`config.mk`:
```
export PLATFORM = sky130hd
export DESIGN_NAME = data_mem_ctrl
export DESIGN_NICKNAME = d
export VERILOG_FILES = /design/src/rtl/mem_pkg.sv /design/src/rtl/data_mem_array.sv /design/src/rtl/data_mem_ctrl.sv
export SDC_FILE = /design/constraint.sdc
export NUM_CORES = 2
export LEC_CHECK = 0
export CORE_MARGIN = 1.5
export CORE_UTILIZATION = 40
export DETAILED_ROUTE_END_ITERATION = 16
export SLEW_MARGIN = 0
export SYNTH_ARGS = -nofsm -noshare
export SYNTH_HDL_FRONTEND = slang
export SYNTH_HIERARCHICAL = 1
export SYNTH_SLANG_ARGS = --single-unit
```
`constraint.sdc`:
```
create_clock -name clk -period 58.3 [get_ports clk]
set_input_delay 5.83 -clock clk [delete_from_list [all_inputs] [get_ports clk]]
set_output_delay 5.83 -clock clk [all_outputs]
set_load 0.02 [all_outputs]
```
`src/rtl/mem_pkg.sv`:
```
// Shared definitions for the wait-state data memory: FSM encoding, word width,
// default base address and the index-width helper.
package mem_pkg;

    localparam int WORD_W        = 32;
    localparam int BASE_ADDR_DEF = 1024;

    localparam logic [1:0] IDLE = 2'd0;
    localparam logic [1:0] WAIT = 2'd1;
    localparam logic [1:0] DONE = 2'd2;

    function automatic int clog2(input int n);
        int r;
        r = 0;
        for (int v = 1; v < n; v = v * 2) begin
            r++;
        end
        return r;
    endfunction

endpackage

```
`src/rtl/data_mem_array.sv`:
```
// DEPTH x WORD_W storage, cleared by reset; synchronous write, combinational read.
// Latency: write lands on the clock edge, read is same-cycle; no backpressure.
module data_mem_array #(
    parameter int DEPTH  = 64,
    parameter int WORD_W = 32,
    parameter int IDX_W  = 6
) (
    input  logic              clk,
    input  logic              rst,
    input  logic              we,
    input  logic [IDX_W-1:0]  addr,
    input  logic [WORD_W-1:0] wdat,
    output logic [WORD_W-1:0] rdat
);

    logic [WORD_W-1:0] mem [DEPTH];

    always_ff @(posedge clk or posedge rst) begin
        if (rst) begin
            for (int i = 0; i < DEPTH; i++) begin
                mem[i] <= '0;
            end
        end else if (we) begin
            mem[addr] <= wdat;
        end
    end

    assign rdat = mem[addr];

endmodule

```
`src/rtl/data_mem_ctrl.sv`:
```
// Word-addressed data memory that models a slow SRAM behind the EXE/MEM register.
// Latency: LATENCY+1 frozen cycles per access; ready low stalls the whole pipeline.
module data_mem_ctrl
    import mem_pkg::*;
#(
    parameter int DEPTH     = 64,
    parameter int BASE_ADDR = BASE_ADDR_DEF,
    parameter int LATENCY   = 2
) (
    input  logic        clk,
    input  logic        rst,
    input  logic        MEM_R_En,
    input  logic        MEM_W_En,
    input  logic [31:0] ALU_Result,
    input  logic [31:0] ST_val,
    output logic [31:0] MEM_result,
    output logic        ready
);

    localparam int         IDX_W  = clog2(DEPTH);
    localparam logic [3:0] LAT_M1 = 4'((LATENCY == 0) ? 0 : LATENCY - 1);

    logic [1:0]        state;
    logic [1:0]        state_nxt;
    logic [3:0]        cnt;
    logic              req;
    logic              commit;
    logic [31:0]       offset;
    logic [IDX_W-1:0]  idx;
    logic [WORD_W-1:0] rdat;
    logic              unused_bits;

    assign req    = MEM_R_En | MEM_W_En;
    assign ready  = ~req | (state == DONE);

    // Byte offset from the window base; the upper bits fall away so addresses wrap.
    assign offset      = ALU_Result - 32'(BASE_ADDR);
    assign idx         = offset[IDX_W+1:2];
    assign unused_bits = ^{offset[31:IDX_W+2], offset[1:0]};

    always_comb begin
        state_nxt = state;
        commit    = 1'b0;
        case (state)
            IDLE: begin
                if (req) begin
                    if (LATENCY == 0) begin
                        state_nxt = DONE;
                        commit    = 1'b1;
                    end else begin
                        state_nxt = WAIT;
                    end
                end
            end
            WAIT: begin
                // A vanished request (flush) abandons the access without touching memory.
                if (!req) begin
                    state_nxt = IDLE;
                end else if (cnt == LAT_M1) begin
                    state_nxt = DONE;
                    commit    = 1'b1;
                end
            end
            default: state_nxt = IDLE;
        endcase
    end

    always_ff @(posedge clk or posedge rst) begin
        if (rst) begin
            state      <= IDLE;
            cnt        <= '0;
            MEM_result <= '0;
        end else begin
            state <= state_nxt;
            if (state == IDLE) begin
                cnt <= '0;
            end else if (state == WAIT) begin
                cnt <= cnt + 4'd1;
            end
            if (commit && MEM_R_En && !MEM_W_En) begin
                MEM_result <= rdat;
            end
        end
    end

    data_mem_array #(
        .DEPTH  (DEPTH),
        .WORD_W (WORD_W),
        .IDX_W  (IDX_W)
    ) u_array (
        .clk  (clk),
        .rst  (rst),
        .we   (commit & MEM_W_En),
        .addr (idx),
        .wdat (ST_val),
        .rdat (rdat)
    );

endmodule

```
==> flow_summary_export.csv <==
group,metric,value,unit
worst_hold_path,hold_class,"flip-flop to flip-flop",
logic_synthesis,synth_fa_ha_area_share,0.0268,%
route,dr.pass1.iters,6,
logic_synthesis,netlist_instances,6865,
clocking,cts.sinks,2086,
critical_path,rr_worst_depth,8,
route,drc,0,
clocking,cts.clk_slew.worst_paths,70,ps
critical_path,crit_type,"input port to output port",
placed_design,hpwl,173000,um
worst_hold_path,holdPathStages,1,
timing,finalMaxSlewViolations,0,
critical_path,crit_end,"ready",
run_status,status,"complete, no violations",
timing,timing.fmax,77.4,MHz
critical_path,cp.arrival,7090,ps
critical_path,cp_slowest_stage_delay,620,ps
logic_synthesis,syn_nets,6935,
logic_synthesis,seq_area_frac_synth,55.9,%
global_route,grt_max_degree,174,
floorplanning,fp.dieW,486,um
pwr,seq_power_share,48.1,%
logic_synthesis,synth_cell_type_count,66,
placed_design,place_congestion,0.808,
critical_path,path_cells,"clkdlybuf4s50_1 > o22ai_1 > clkdlybuf4s50_1",
clocking,cts_buffers,217,
logic_synthesis,synth-simple-area-share,2.64,%
logic_synthesis,synth_top_area_share,55.9,%
critical_path,slowest_stage,"clkdlybuf4s50_1",
pwr,pwr-share-clk,40.7,%
logic_synthesis,netlist_area,93400,sq um
floorplanning,io_pins,101,
timing,setup_violations,0,
floorplanning,start_util,40.2,%
finish,drive_above_1_share,41.2,%
logic_synthesis,avgSynthCellArea,13.6,sq um
pwr,p_leak,49.7,nW
finish,post-route-util,44.6,%
logic_synthesis,synth-seq-cells,2086,
logic_synthesis,yosysWarnings,6,
route,detail_route.wl_per_cell,32.9,um
floorplanning,die_h,486,um
global_route,antenna_found_initial,15,
critical_path,r2r_start,"cnt[1]",
pwr,power_switching,0.000892,W
timing,setup_tns,0,ps
pwr,peakVddDrop,0.0000268,V
logic_synthesis,synth_area_leaders,"dfrtp_1 (56%), mux2_2 (25%), a221oi_1 (6.5%)",
clocking,cts_root_buf,"clkbuf_16",
timing,slew-limit-headroom,12.4,%
finish,fillers,20588,
timing,hold_viol,0,
logic_synthesis,ys.flop_type,"dfrtp_1",
floorplanning,dieArea,236000,sq um
timing,tightest_slew,1310,ps
worst_hold_path,hp-start,"u_array/mem[889]",
critical_path,cpMostUsedCell,"clkdlybuf4s50_1",
route,drtAntennaViolNets,0,
route,vias,62202,
clocking,worst_skew_pair.late_latency,880,ps
critical_path,worstPathRequired,52470,ps
pwr,swShare,25.7,%
finish,post_layout_nonfiller_instances,9795,
critical_path,cp-startpoint,"MEM_R_En",
finish,nets,6630,
route,routed_wl,322000,um
critical_path,cp-end-kind,"output port",
clocking,cts_tree,"yes",
global_route,overflow,0,
logic_synthesis,async_flop_share,100,%
logic_synthesis,synth_xor_area_share,0,%
flow_run,cap_violations,0,
critical_path,cp-start-kind,"input port",
logic_synthesis,synth_compound_area_share,9.71,%
clocking,ctsHoldBuffers,0,
global_route,grt_pass1_wl,464000,um
timing,rsz0062_at_grt,"false",
clocking,postCtsSetupRepairBufs,0,
critical_path,r2r_end,"u_array/mem[1327]",
placed_design,port_buffers,74,
critical_path,cp_max_fo,3,
pwr,share_comb_of_total_power,11.3,%
global_route,grt_pass1_vias,63320,
critical_path,reg2reg_setup_slack,53330,ps
logic_synthesis,synth_mux_area_share,28.1,%
timing,fin_skew,35.9,ps
finish,area_growth_syn_to_layout,10.9,%
route,avgViaCountPerCell,6.35,
route,drt-initial-drc-count,6397,
clocking,clock_path_buffers,3,
clocking,cts_max_level,4,
floorplanning,coreArea,232000,sq um
logic_synthesis,synth_top_family_by_area,"multiplexers",
global_route,grt.total_usage,26.9,%
timing,timing.final.crit_share,22.2,%
clocking,cts-resized-gates,0,
logic_synthesis,synth.largest_area_cell,"dfrtp_1",
timing,timing.final.crit_period,12920,ps
pwr,p_int,0.00258,W
placed_design,dp.cells,9384,
floorplanning,rows,177,
pwr,power_density,33.5,nW/um^2
logic_synthesis,synth_edf_count,0,
-- power groups by stage --
| stage | registers (W) | clock network, W | logic [W] |
|---|---|---|---|
| 5_1_grt | 0.00168 | 0.00149 | 0.000420 |
| 3_5_place_dp | 0.00169 | 0 | 0.000391 |
| 2_1_floorplan | 0.00170 | 0 | 0.000266 |
| 4_1_cts | 0.00167 | 0.00143 | 0.000392 |
| 6_report | 0.00167 | 0.00141 | 0.000391 |
| 3_3_place_gp | 0.00168 | 0 | 0.000380 |
-- worst max-delay path, delay by kind of cell --
kind	cells	cell delay (ps)
buffers and inverters	2	1100
AO/OA/AOI/OAI	1	160
-- sequential cells by signal, indices dropped and copies added (netlist names) --
| register | cells |
|---|---|
| MEM_result | 32 |
| cnt | 4 |
| state | 2 |
| u_array/mem | 2048 |
-- metrics by stage --
step / hold WS (ps) / setup WS [ps] / power [W] / cell area (sq um)
after floorplan: 457 / 24030 / 0.00196 / 93400
after global placement: 467 / 45370 / 0.00206 / 96200
after detailed placement: 478 / 45380 / 0.00208 / 96200
after CTS: 492 / 45370 / 0.00349 / 104000
after global routing: 504 / 45350 / 0.00359 / 104000
final: 489 / 45380 / 0.00347 / 104000
-- final cells by class --
type,instances,area (sq um),share of cell area [%]
Antenna cell,3,7.51,0.00725
Multi-Input combinational cell,4008,38200,36.9
Inverter,9,53.8,0.0519
Clock buffer,345,6580,6.35
Sequential cell,2086,52200,50.4
Clock inverter,63,732,0.707
Tap cell,3043,3810,3.68
Timing Repair Buffer,238,1940,1.87
-- per-layer routing --
layer  up-vias  global-route usage, %  part of all wire [%]
met1     33440                   36.1                    41
met5         -                      0                 0.036
met4        16                   11.4                   4.8
li1      25126                      -                     -
met2      2864                   42.3                    46
met3       756                   5.60                   8.3
-- cell usage in the layout (no fill, tap or decap), drive strengths merged, types with 4 or more instances in the layout --
cell,synthesis,routed
mux2,2124,2124
dfrtp,2086,2086
a221oi,691,691
nor2,354,354
clkbuf,363,345
o21ai,211,211
buf,399,199
nand2,89,89
a22oi,77,77
mux2i,70,70
mux4,68,68
a21oi,65,65
clkinv,0,49
o22ai,43,43
clkdlybuf4s50,0,39
nand3,32,32
a22o,22,22
nand4,19,19
or3,18,18
a221o,15,15
o211ai,13,13
nor3,13,13
inv,9,11
nor2b,8,8
bufinv,0,6
clkinvlp,0,6
or4,6,6
a31oi,6,6
nand2b,5,5
o221ai,4,4
a211o,4,4
and3,4,4
nor3b,4,4
and2,4,4
-- cell usage after synthesis, drive strengths merged (3+ instances only) --
cell	count
or3	18
and3	4
a31oi	6
a22oi	77
nand2b	5
nor2b	8
nor2	354
nor3b	4
nor3	13
a211o	4
and2	4
a221oi	691
mux2	2124
dfrtp	2086
mux2i	70
nand2	89
or2	3
a21oi	65
o22ai	43
a221o	15
o22a	3
buf	399
o21ai	211
inv	9
o211ai	13
o221ai	4
clkbuf	363
nand3	32
a211oi	3
or4	6
nand4	19
mux4	68
a22o	22
-- cell families (layout without fill, tap and decap cells) --
| kind of cell | Yosys count | in the layout |
|---|---|---|
| mux | 2262 | 2262 |
| flops | 2086 | 2086 |
| compound gates | 1177 | 1177 |
| buf+inv | 771 | 655 |
| simple gates | 567 | 567 |
| fa+ha+maj | 2 | 2 |
| other cells | 0 | 3 |
-- worst min-delay path by stage --
stage	end	slack, ps
after CTS	u_array/mem[889]	490
after floorplan	u_array/mem[889]	460
after global placement	u_array/mem[889]	470
after detailed placement	u_array/mem[889]	480
final	u_array/mem[889]	490
after global routing	u_array/mem[629]	500
Power figures use the tool's default switching activity.
